`src/rtl/serial_adder_ctrl.sv`:
```
// Bit-serial WIDTH-bit adder: one decoder-style full-adder cell, LSB first, start/busy/done handshake.
// Optional subtract mode enabled by defining SERIAL_ADDER_SUB_EN (adds the sub input port).
module serial_adder_ctrl #(
  parameter int WIDTH = 8
) (
  input  logic             clk,
  input  logic             rst_n,
  input  logic             start,
  input  logic [WIDTH-1:0] a,
  input  logic [WIDTH-1:0] b,
  input  logic             cin,
`ifdef SERIAL_ADDER_SUB_EN
  input  logic             sub,
`endif
  output logic             busy,
  output logic             done,
  output logic [WIDTH-1:0] sum,
  output logic             cout
);

  localparam int CW = $clog2(WIDTH) + 1;

  // Handshake: start is sampled only in IDLE; busy is high for exactly WIDTH
  // cycles in RUN; done pulses for one cycle in DONE, when sum/cout are fresh.
  typedef enum logic [1:0] {
    IDLE = 2'd0,
    RUN  = 2'd1,
    DONE = 2'd2
  } state_t;

  state_t           state, state_nxt;
  logic [WIDTH-1:0] a_sr, b_sr, work;
  logic             carry;
  logic [CW-1:0]    cnt;
  logic             last;
  logic [WIDTH-1:0] b_load;
  logic             c_load;
  logic [7:0]       dec;
  logic             fa_s, fa_c;

`ifdef SERIAL_ADDER_SUB_EN
  // Two's-complement subtract: invert B and inject a carry of 1.
  always_comb begin
    b_load = sub ? ~b : b;
    c_load = sub ? 1'b1 : cin;
  end
`else
  always_comb begin
    b_load = b;
    c_load = cin;
  end
`endif

  // Full-adder cell: one-hot decode of {a,b,c}; sum on 1/2/4/7, carry on 3/5/6/7.
  always_comb begin
    dec  = 8'd1 << {a_sr[0], b_sr[0], carry};
    fa_s = |(dec & 8'b1001_0110);
    fa_c = |(dec & 8'b1110_1000);
  end

  assign last = (cnt == CW'(WIDTH - 1));
  assign busy = (state == RUN);
  assign done = (state == DONE);

  always_ff @(posedge clk or negedge rst_n) begin
    if (!rst_n) state <= IDLE;
    else        state <= state_nxt;
  end

  always_comb begin
    state_nxt = state;
    case (state)
      IDLE:    if (start) state_nxt = RUN;
      RUN:     if (last)  state_nxt = DONE;
      DONE:    state_nxt = IDLE;
      default: state_nxt = IDLE;
    endcase
  end

  always_ff @(posedge clk or negedge rst_n) begin
    if (!rst_n) begin
      a_sr  <= '0;
      b_sr  <= '0;
      work  <= '0;
      carry <= 1'b0;
      cnt   <= '0;
      sum   <= '0;
      cout  <= 1'b0;
    end else begin
      case (state)
        IDLE: begin
          if (start) begin
            a_sr  <= a;
            b_sr  <= b_load;
            carry <= c_load;
            cnt   <= '0;
          end
        end
        RUN: begin
          a_sr  <= a_sr >> 1;
          b_sr  <= b_sr >> 1;
          work  <= {fa_s, work[WIDTH-1:1]};
          carry <= fa_c;
          cnt   <= cnt + CW'(1);
          // Publish on the final bit so results are visible as DONE begins.
          if (last) begin
            sum  <= {fa_s, work[WIDTH-1:1]};
            cout <= fa_c;
          end
        end
        default: ;
      endcase
    end
  end

endmodule

```
`config.mk`:
```
export PLATFORM = sky130hd
export DESIGN_NAME = serial_adder_ctrl
export DESIGN_NICKNAME = d
export VERILOG_FILES = /design/src/rtl/serial_adder_ctrl.sv
export SDC_FILE = /design/constraint.sdc
export NUM_CORES = 1
export LEC_CHECK = 0
export ABC_AREA = 1
export BUFFER_PORTS_ARGS = -buffer_cell sky130_fd_sc_hd__buf_2
export CORE_MARGIN = 2
export CORE_UTILIZATION = 38
export DETAILED_ROUTE_END_ITERATION = 10
export GPL_ROUTABILITY_DRIVEN = 0
export PLACE_DENSITY = 0.7
export RECOVER_POWER = 50
export SETUP_SLACK_MARGIN = 0.4
export SLEW_MARGIN = 25
export SYNTH_ARGS = -nofsm -noshare
export SYNTH_HDL_FRONTEND = slang
export SYNTH_SLANG_ARGS = --single-unit
```
`constraint.sdc`:
```
create_clock -name clk -period 1.2 [get_ports clk]
set_clock_uncertainty 0.05 [all_clocks]
set_input_delay 0.06 -clock clk [delete_from_list [all_inputs] [get_ports clk]]
set_output_delay 0.06 -clock clk [all_outputs]
set_load 0.01 [all_outputs]
```
After elaboration in Yosys (flattened, before gate mapping):

Cells that the tools add are included.

* register bits: 40
* bits in latches: 0
* memory bits (writable): 0
* ROM bits: 0
* bits of input ports: 20
* word-level logic and storage cells: 33
* memories: 0

* add/subtract/negate cells: 1
* multiply operators: 0
* div/mod/pow operators: 0
* $lt $le $gt $ge: 0
* equal/unequal tests: 5
* shift operators: 1
* multiplexer cells: 11
* bitwise gates (word level): 0
* reductions and logical operators: 7

Operator list (number)
* one-hot mux 8 bit (2 select lines): 2
* 2-to-1 mux 8 bit: 2
* one-hot mux 4 bit (2 select lines): 1
* OR reduction 4 bit: 2
* left shift 1 x 3 -> 8 bit, first input constant: 1
* AND reduction 2 bit: 3
* adder 4 x 1 -> 4 bit, second input constant: 1
* == test 4 x 3 -> 1 bit, second input constant: 1
* 2-to-1 mux 2 bit: 2
* 2-to-1 mux 4 bit: 1
* one-hot mux 2 bit (2 select lines): 1
* == test 2 x 1 -> 1 bit, second input constant: 1
* == test 2 bit, second input constant: 1
* logical NOT 2 bit: 1
* inequality test 2 x 1 -> 1 bit, second input constant: 1
* inequality test 2 bit, second input constant: 1
* one-hot mux 1 bit (2 select lines): 1
* nonzero test 2 bit: 1
* 2-to-1 mux 1 bit: 1

Depth between registers and ports, before layout:

Gate-level depths: netlist (run 1).

* word-level depth: 3
* depth in mapped cells: 7
* depth with buffers taken out: 6

Worst setup path before layout (run 1):

No wires, ideal clock.

* kind: flip-flop to flip-flop
* start point: register a_sr[0]
* end point: register carry
* library setup time: 0.116 ns
* arrival: 1.018 ns
* required time: 1.034 ns
* setup slack: 0.015 ns
* stages on the path, launching flop included: 6
* cells stage by stage: dfrtp_1 > fa_1 > nand3_1 > nand2_1 > nand2_1 > nand2_1

* longest elaborated chain between the ends: 3

Ends and longest elaborated chain
* start: declaration: line 32 `logic [WIDTH-1:0] a_sr, b_sr, work;`
* start signal: assignment: line 100 `a_sr <= a_sr >> 1;`
* left shift 1 x 3 -> 8 bit: line 56 `dec = 8'd1 << {a_sr[0], b_sr[0], carry};`
* OR reduction 4 bit: line 58 `fa_c = |(dec & 8'b1110_1000);`
* named net fa_c: line 39 `logic fa_s, fa_c;`
* one-hot mux 1 bit (2 select lines): line 90 `case (state)`
* end signal: assignment: line 95 `carry <= c_load;`
* end: declaration: line 33 `logic carry;`

The timed path passes the listed nets, and every way through them passes these cells.
A chain may end at the register's enable or synchronous reset.

Worst setup path in the final report (run 1):

* start point: register state[1]
* end point: register cnt[1]

* longest elaborated chain between the ends: 3
* elaborated cells between the ends (all ways): 6
* classes of those cells: 2 x eq/ne; 1 x mux; 3 x reduce/logical

Ends and longest elaborated chain
* start: declaration: line 31 `state_t state, state_nxt;`
* start signal: assignment: line 67 `else state <= state_nxt;`
* == test 2 x 1 -> 1 bit / logical NOT 2 bit (equally long branches): line 90
* nonzero test 2 bit (no line) / inequality test 2 bit (equally long branches)
* AND reduction 2 bit (no line)
* end signal: assignment: line 104 `cnt <= cnt + CW'(1);`
* end: declaration: line 34 `logic [CW-1:0] cnt;`

Several ways; a longest one is shown, not always the timed one.

==> run_results.csv, run 1 <==
group,metric,value,unit
critical_path,cp_max_fo,5,
synthesis,syn-mean-instance-area,8.11,um2
floorplanning,fp.dieArea,5280,um2
cts,root_buffer,"clkbuf_8",
synthesis,yosysTopAreaCellShare,0.544,
sta,rsz0062_at_grt,"true",
sta,fin_ws,-0.0709,ns
synthesis,ys_ff_latch,39,
floorplanning,num_rows,24,
status,violations,"setup timing",
synthesis,synth_edf_count,0,
sta,tns,-1.24,ns
floorplanning,fp.dieH,72.7,um
routing,vias,1657,
routing,wl_per_cell,13.0,um
synthesis,synth.most_common_cell,"nand2_1",
power_and_ir_drop,pwr-share-seq,0.333,
sta,slew_violations,0,
critical_path,arrival,1.40,ns
status,status,"finished, violations left",
routing,routed_wl,4470,um
power_and_ir_drop,clockPowerShare,0.162,
cts,cts.reportedPaths.clkPinSlew,0.08,ns
sta,fin_crit_sh,1.06,
cells_and_area,nets,312,
synthesis,synthesis.area,1790,um2
power_and_ir_drop,p_comb_frac,0.504,
synthesis,ys_seq_area_frac,0.544,
floorplanning,start_util,0.403,
power_and_ir_drop,p_int,4280,uW
critical_path,endpoint_kind,"flop",
cts,cts_inserted_buffers,5,
synthesis,synth_warnings,0,
min_path,hold_path_class,"in -> reg",
sta,period_minus_slack,1.27,ns
synthesis,ys_top_cells_by_area,"dfrtp_1 (54%), nand2_1 (26%), nand3_1 (5.6%)",
synthesis,synth_top_area_cell,"dfrtp_1",
synthesis,netlist_instances,221,
floorplanning,die_x,72.7,um
critical_path,start_kind,"flop",
placement,place_hpwl,2550,um
cts,cts.sinks,39,
synthesis,synthDistinctLibCells,17,
power_and_ir_drop,max-vdd-ir-drop,1.50,mV
cells_and_area,drive_above_1_share,0.375,
global_route,grt.overflow.total,0,
cts,cts_tree,"built",
cells_and_area,syn_to_final_growth,48.5,%
sta,hold_viol,0,
cts,cts_buffer_depth,2,
power_and_ir_drop,power_density,2600,nW/um2
synthesis,syn-num-nets,243,
power_and_ir_drop,power_leakage,0.00145,uW
power_and_ir_drop,p_sw_frac,0.383,
sta,setup_viol,26,
global_route,grt_pass1_vias,1621,
floorplanning,ioPinCount,31,
routing,via_per_inst,4.83,
job,drv_cap,0,
routing,drt_iter0_drc,162,
global_route,grt_max_degree,23,
synthesis,yosys_most_used_dff,"dfrtp_1",
routing,drtAntennaViolNets,0,
placement,portBuffers,30,
critical_path,critPathKind,"reg -> reg",
cells_and_area,fillers,369,
routing,drt_pass1_iterations,4,
cts,clk_latency,0.29,ns
cts,h-tree-depth,2,
critical_path,required,1.33,ns
cells_and_area,n_antenna_cell,0,
sta,clock.fmax,787,MHz
cells_and_area,instances_no_fill,343,
sta,relSlewSlack,0.718,
synthesis,synthArstFlopShare,1.00,
power_and_ir_drop,power_switching,2660,uW
placement,post-place-cells,308,
global_route,antenna_found_initial,0,
global_route,gr-usage-all-layers,0.183,
routing,drc,0,
synthesis,netlist_top_cells_count,"nand2_1 (126), dfrtp_1 (39), nand3_1 (20)",
floorplanning,coreArea,4440,um2
global_route,grt_pass1_wl,7360,um
sta,worst_slew_pin_slew,0.423,ns
## through the flow
step	hold WS, ns	worst slack (ns)	area (um2)	total power [uW]	util
2_1_floorplan	-0.286	0.0314	1860	4000	-
3_3_place_gp	-0.0309	0.00245	2110	4560	0.474
3_5_place_dp	-0.0320	-0.0372	2110	4640	0.474
4_1_cts	0.00418	-0.0476	2540	6590	0.571
5_1_grt	0.0226	-0.114	2660	7470	0.599
6_report	0.00694	-0.0709	2660	6940	0.599
## power groups by stage
stage | combinational [uW] | clock (uW) | sequential (uW)
2_1_floorplan | 1760 | 0 | 2250
3_3_place_gp | 2310 | 0 | 2250
3_5_place_dp | 2370 | 0 | 2270
4_1_cts | 3170 | 1160 | 2260
5_1_grt | 3890 | 1200 | 2380
6_report | 3500 | 1130 | 2310
## kinds of logic after synthesis
| group | synth area share |
|---|---|
| DFF | 0.544 |
| adders and majority gates | 0.0181 |
| AOI/OAI and AO/OA | 0.0342 |
| buffers and inverters | 0.0558 |
| and+or+nand+nor | 0.348 |
## critical path: stages (launching register included)
cell and delay (ns):
dfrtp_1 0.42, inv_4 0.12, buf_6 0.11, o21ai_4 0.07, buf_6 0.14, clkbuf_16 0.15
nand2_1 0.05, nand2_1 0.04
## state kept, by name (all words and copies together) (netlist names)
name and cells:
a_sr 8, b_sr 8, sum 8, work 7, cnt 4, state 2
carry 1, cout 1
## cells in the final DEF, fill, tap and decap left out, drive strengths merged
cell | Yosys | layout
nand4 | 1 | 1
clkinv | 0 | 1
nand3 | 20 | 20
dlygate4sd3 | 0 | 4
buf | 9 | 63
nand2 | 128 | 128
nor2 | 5 | 6
ha | 1 | 1
fa | 1 | 1
inv | 7 | 7
dfrtp | 39 | 39
bufinv | 0 | 1
clkbuf | 0 | 9
o21ai | 10 | 10
## per-layer routing
| metal | up-vias | part of all wire | track usage | wire, um |
|---|---|---|---|---|
| met5 | - | 0 | 0 | 0 |
| met4 | 0 | 0.020 | 0.0782 | 91 |
| met3 | 8 | 0.037 | 0.0401 | 166 |
| met2 | 32 | 0.51 | 0.293 | 2270 |
| met1 | 787 | 0.43 | 0.239 | 1940 |
| li1 | 830 | - | - | - |
## path summary, 6_finish.rpt
path / depth (start not counted) / start / slack, ns / to
max: 7 / state[1] / -0.07 / cnt[1]
min: 5 / b[2] / 0.007 / b_sr[2]
max reg2reg: 7 / state[1] / -0.07 / cnt[1]
min reg2reg: 2 / work[5] / 0.43 / sum[4]
max in group asynchronous: 3 / rst_n / 0.19 / state[0]
min in group asynchronous: 2 / rst_n / 0.18 / sum[0]
## cell type report
cell class                      instances  area, um2  share of cell area
Clock buffer                            6       82.6              0.0310
Clock inverter                          2       35.0              0.0132
Inverter                                7       38.8              0.0146
Multi-Input combinational cell        167        876               0.329
Sequential cell                        39        977               0.367
Tap cell                               52       65.1              0.0244
Timing Repair Buffer                   70        588               0.221
## timing repair
item | in CTS | in global routing
hold buffers | 4 | 0
setup buffers | 15 | 5
endpoints found under the hold margin | 42 | 0
pin swaps | 9 | 6
endpoints found under the setup margin | 50 | 72
gates resized for setup | 30 | 23
gates cloned | 2 | 1
(Power assumes the default switching activity.)
==> run 2: changes to the inputs <==
Settings changed: PLACE_DENSITY 0.7 to 0.68, SETUP_SLACK_MARGIN 0.4 to unset.
Clock period 1.2 ns to 1.39 ns, I/O delays scaled along.
==> run 2 against run 1 <==
The flow now finishes without violations. Final cell count decreased by 5.0%. Largest cell class unchanged. Sequential power decreased by 15%. Cell area decreased by 14%. Worst hold slack improved by 0.0024 ns. Count of clock-buffer cells in the layout unchanged.
==> run_results.csv, run 2 (same netlist as run 1, synthesis figures left out) <==
group,metric,value,unit
global_route,antenna_found_initial,0,
min_path,holdCritStartpoint,"a[0]",
routing,drt_iter0_drc,126,
cells_and_area,mostFrequentLayoutCells,"nand2_1 (127), dfrtp_1 (38), buf_2 (23), nand3_1 (20), buf_4 (18)",
cells_and_area,syn_to_final_growth,27.5,%
cells_and_area,utilization,0.514,
cts,cts.reportedPaths.clkPinSlew,0.08,ns
power_and_ir_drop,power_density,2190,nW/um2
critical_path,r2r_slack,0.10,ns
power_and_ir_drop,power_switching,1930,uW
cells_and_area,layout.area.seq,977,um2
power_and_ir_drop,clockPowerShare,0.197,
sta,slew_violations,0,
sta,relSlewSlack,0.685,
power_and_ir_drop,pwr-share-seq,0.391,
global_route,grt_max_degree,23,
placement,placed_area,2010,um2
job,drv_cap,0,
cells_and_area,multiInputGateArea,744,um2
sta,fin_crit_sh,0.960,
cts,cts_inserted_buffers,5,
cts,h-tree-depth,2,
critical_path,endpoint_kind,"output port",
min_path,hold_path_depth,5,
sta,clock.fmax,750,MHz
floorplanning,fp.dieArea,5280,um2
power_and_ir_drop,power_leakage,0.00126,uW
min_path,worstHoldEndpoint,"a_sr[0]",
critical_path,rr_startpoint,"cnt[0]",
floorplanning,num_rows,24,
sta,setup_viol,0,
global_route,grt_use_met1,0.226,
routing,wl_per_cell,12.2,um
placement,portBuffers,30,
routing,vias,1556,
status,status,"completed",
critical_path,timing.rr.end,"sum[7]",
power_and_ir_drop,p_comb_frac,0.411,
global_route,grt_pass1_vias,1362,
global_route,grtUsageMet3,0.0442,
cts,root_buffer,"clkbuf_8",
cts,cts_tree,"built",
power_and_ir_drop,p_int,3080,uW
sta,period_minus_slack,1.33,ns
critical_path,arrival,1.21,ns
cts,clk_latency,0.29,ns
global_route,grt.overflow.total,0,
power_and_ir_drop,max-vdd-ir-drop,0.968,mV
min_path,hold_path_class,"in -> reg",
global_route,grt_pass1_wl,6370,um
floorplanning,start_util,0.403,
critical_path,critPathKind,"reg -> out",
critical_path,reg2reg_depth,6,
global_route,met2_usage,0.226,
floorplanning,fp.dieH,72.7,um
power_and_ir_drop,p_sw_frac,0.385,
floorplanning,coreArea,4440,um2
floorplanning,die_x,72.7,um
sta,hold_viol,0,
cts,cts_buffer_depth,2,
floorplanning,ioPinCount,31,
critical_path,cp_max_fo,8,
cells_and_area,final_common_cell,"nand2_1",
cells_and_area,fin_area,2290,um2
critical_path,start_kind,"flop",
cells_and_area,top_regs,"a_sr: 8 flops, b_sr: 8 flops, sum: 8 flops",
routing,drt_pass1_iterations,4,
global_route,gr-usage-all-layers,0.158,
cells_and_area,n_antenna_cell,0,
global_route,grt_busiest_layer,"met2",
cells_and_area,fillers,428,
routing,via_per_inst,4.77,
sta,worst_slew_pin_slew,0.472,ns
cts,cts.sinks,39,
placement,place_hpwl,2500,um
routing,drtAntennaViolNets,0,
cells_and_area,drive_above_1_share,0.226,
critical_path,required,1.27,ns
routing,routed_wl,3980,um
routing,drc,0,
cells_and_area,nets,295,
==> run 2: cell count changes in the layout (fill, tap and decap cells not counted), moves of 2 or more <==
cell,before,now
o21ai_0,0,9
nand2_2,12,1
o21ai_1,5,0
buf_2,27,23
clkbuf_1,0,5
nand2_4,4,0
buf_8,2,0
nand2_1,110,127
nor2_4,5,3
buf_6,12,1
o21ai_2,4,0
==> run 2: worst max-delay path, cell delays in order (launching register included) <==
cell and delay, ns:
dfrtp_1 0.41, inv_4 0.10, nand2_8 0.08, inv_8 0.08
buf_4 0.13, buf_2 0.13
==> run 2: how the worst max path moves through the flow <==
stage          cells past startpoint      from  slack (ns)  endpoint
2_1_floorplan                      5   a_sr[0]        0.21     carry
3_3_place_gp                       6    cnt[0]        0.07    sum[4]
3_5_place_dp                       6    cnt[0]        0.03    sum[2]
4_1_cts                            5  state[1]       0.007      busy
5_1_grt                            6    cnt[0]       -0.01    sum[0]
6_report                           5  state[1]        0.06      busy
==> run 2: cell type report <==
| type | instances | area share |
|---|---|---|
| sequential | 39 | 0.427 |
| timing repair buffer | 53 | 0.151 |
| inverter | 7 | 0.0159 |
| clock inverter | 2 | 0.0153 |
| clock buffer | 6 | 0.0361 |
| multi-input combinational | 167 | 0.326 |
| tap | 52 | 0.0285 |
==> run 2: timing repair <==
action                                  4_1_cts  5_1_grt
resized for setup                             5        6
gates cloned                                  0        1
endpoints found under the setup margin        1       11
endpoints found under the hold margin        20        0
pin swaps                                     0        1
buffers inserted                              3        9
hold buffers                                  4        0
==> run 2: metrics by stage <==
step           hold WS, ns  std cells  total power (uW)  setup slack, ns  TNS (ns)
2_1_floorplan       -0.276        221              3270            0.205         0
6_report           0.00929        326              5010           0.0558         0
4_1_cts           0.000747        317              4820          0.00734         0
3_5_place_dp      -0.00934        302              3730           0.0257         0
5_1_grt             0.0242        326              5440          -0.0116   -0.0208
3_3_place_gp       -0.0127        302              3670           0.0664         0
==> run 2: power groups by stage <==
stage               clock [uW]  combinational, uW  sequential [uW]
finish                     988               2060             1960
floorplan                    0               1340             1930
global placement             0               1730             1950
global route              1060               2360             2020
CTS                       1010               1860             1950
detailed placement           0               1760             1960
==> run 2: per-layer routing <==
metal / wire length, um / part of all wire
met3: 224 / 0.056
met5: 0 / 0
met2: 1840 / 0.46
met1: 1830 / 0.46
met4: 78 / 0.020
==> run 3: changes to the inputs <==
Settings changed: PLACE_DENSITY 0.68 to 0.6.
==> run 3 against run 2 <==
First-iteration DRC count is 21% lower. Core utilization shrank 2.2 points. Register-to-register slack lost 0.02 ns. Cell area is 4.2% lower. Global-route usage shrank 0.12 points. Critical endpoint is now sum[7].
==> run_results.csv, run 3 (same netlist as run 1, synthesis figures left out) <==
group,metric,value,unit
critical_path,start_kind,"flop",
status,status,"completed",
placement,portBuffers,30,
critical_path,crit_end,"sum[7]",
cts,cts_tree,"built",
sta,setup_viol,0,
sta,relSlewSlack,0.438,
sta,slew_violations,0,
critical_path,rr_startpoint,"cnt[0]",
floorplanning,die_x,72.7,um
cells_and_area,nets,288,
cts,cts_buffer_depth,2,
floorplanning,ioPinCount,31,
critical_path,cp_max_fo,5,
power_and_ir_drop,power_density,2180,nW/um2
cts,root_buffer,"clkbuf_8",
sta,clock.fmax,760,MHz
critical_path,endpoint_kind,"flop",
cells_and_area,drive_above_1_share,0.202,
job,drv_cap,0,
placement,place_hpwl,2440,um
sta,period_minus_slack,1.31,ns
critical_path,arrival,1.46,ns
cells_and_area,syn_to_final_growth,22.1,%
cts,cts_inserted_buffers,5,
global_route,grt_use_met1,0.203,
global_route,grtUsageMet3,0.0414,
floorplanning,fp.dieH,72.7,um
routing,vias,1492,
routing,drtAntennaViolNets,0,
cells_and_area,n_antenna_cell,0,
power_and_ir_drop,power_leakage,0.00121,uW
cts,h-tree-depth,2,
critical_path,reg2reg_depth,6,
sta,fin_crit_sh,0.946,
critical_path,timing.rr.end,"sum[7]",
global_route,grt_max_degree,40,
power_and_ir_drop,total_power,4770,uW
global_route,grt.overflow.total,0,
cts,clk_latency,0.29,ns
routing,via_per_inst,4.68,
cells_and_area,multiInputGateArea,728,um2
sta,worst_slew_pin_slew,0.844,ns
global_route,grt_busiest_layer,"met2",
routing,wl_per_cell,11.5,um
floorplanning,fp.dieArea,5280,um2
sta,fin_ws,0.0751,ns
cells_and_area,mostFrequentLayoutCells,"nand2_1 (127), dfrtp_1 (38), buf_2 (26), nand3_1 (20), buf_4 (11)",
routing,drt_iter0_drc,100,
cts,cts.sinks,39,
routing,drc,0,
min_path,hold_path_class,"in -> reg",
cells_and_area,fin_area,2190,um2
global_route,antenna_found_initial,0,
critical_path,required,1.53,ns
critical_path,critPathKind,"reg -> reg",
global_route,met2_usage,0.254,
floorplanning,coreArea,4440,um2
floorplanning,num_rows,24,
global_route,grt_pass1_vias,1481,
cells_and_area,fillers,450,
cells_and_area,top_regs,"a_sr: 8 flops, b_sr: 8 flops, sum: 8 flops",
cells_and_area,final_common_cell,"nand2_1",
floorplanning,start_util,0.403,
sta,holdWs,0.00734,ns
sta,hold_viol,0,
placement,placed_area,2000,um2
critical_path,cp_common_cell,"nand2_1",
power_and_ir_drop,max-vdd-ir-drop,0.736,mV
placement,dp_slack,0.0540,ns
cells_and_area,layout.area.seq,977,um2
critical_path,r2r_slack,0.08,ns
critical_path,slowest_stage,"dfrtp_1",
critical_path,path_cells,"ha_1 -> nand2_1 -> nor2_4 -> nand2_1 -> nand2_1 -> nand2_1",
routing,routed_wl,3660,um
critical_path,cpPeakStageDelay,0.41,ns
routing,drt_pass1_iterations,4,
global_route,gr-usage-all-layers,0.156,
critical_path,startpoint,"cnt[0]",
global_route,grt_pass1_wl,6380,um
cts,cts.reportedPaths.clkPinSlew,0.09,ns
## run 3: cell types whose count changed in the layout (fill, tap and decap cells not counted), sizes merged
cell / previous run / this run
buf: 43 / 37
clkbuf: 12 / 10
inv: 7 / 8
## run 3: worst max-delay path: cells and delay by family, from the launching register on
family | cells | cell delay (ns)
adder cells (fa/ha/maj) | 1 | 0.21
flip-flops | 1 | 0.41
AND/OR/NAND/NOR | 5 | 0.55
## run 3: area by class of cell
cell class,count,share of cell area
clock buffers,5,0.0314
repair buffers,46,0.124
well taps,52,0.0297
clock inverters,3,0.0217
inverters,7,0.0143
flip-flops and latches,39,0.446
multi-input cells,167,0.333
## run 3: routing by layer
metal / up-vias / share of wire
met5: - / 0
met4: 0 / 0.013
met3: 4 / 0.033
met2: 28 / 0.45
met1: 680 / 0.50
li1: 780 / -
## run 3: worst min path at each step
stage           from       to  slack [ns]  cells past startpoint
2_1_floorplan  rst_n  a_sr[0]       -0.28                      0
3_3_place_gp   rst_n  work[3]        0.10                      2
3_5_place_dp   rst_n  work[3]        0.10                      2
4_1_cts         b[4]  b_sr[4]       0.004                      5
5_1_grt          cin    carry        0.02                      5
6_report        b[4]  b_sr[4]       0.007                      5
## run 3: metrics by stage
| stage | utilization | TNS (ns) | std cells |
|---|---|---|---|
| CTS | 0.490 | 0 | 317 |
| detailed placement | 0.450 | 0 | 303 |
| global route | 0.493 | -0.0314 | 319 |
| finish | 0.493 | 0 | 319 |
| global placement | 0.450 | 0 | 303 |
| floorplan | - | 0 | 221 |
## run 3: power breakdown
part	switching (uW)	total (uW)	internal, uW
clock network	418	962	544
registers	315	1940	1620
logic	1120	1870	754
total	1850	4770	2920
## run 3: what timing repair did
action | 4_1_cts | 5_1_grt
endpoints found under the hold margin | 42 | 0
pin swaps | 0 | 1
gates cloned | 0 | 1
hold buffers | 4 | 0
setup buffers | 2 | 1
resized for setup | 2 | 3
setup endpoints to repair | 1 | 10
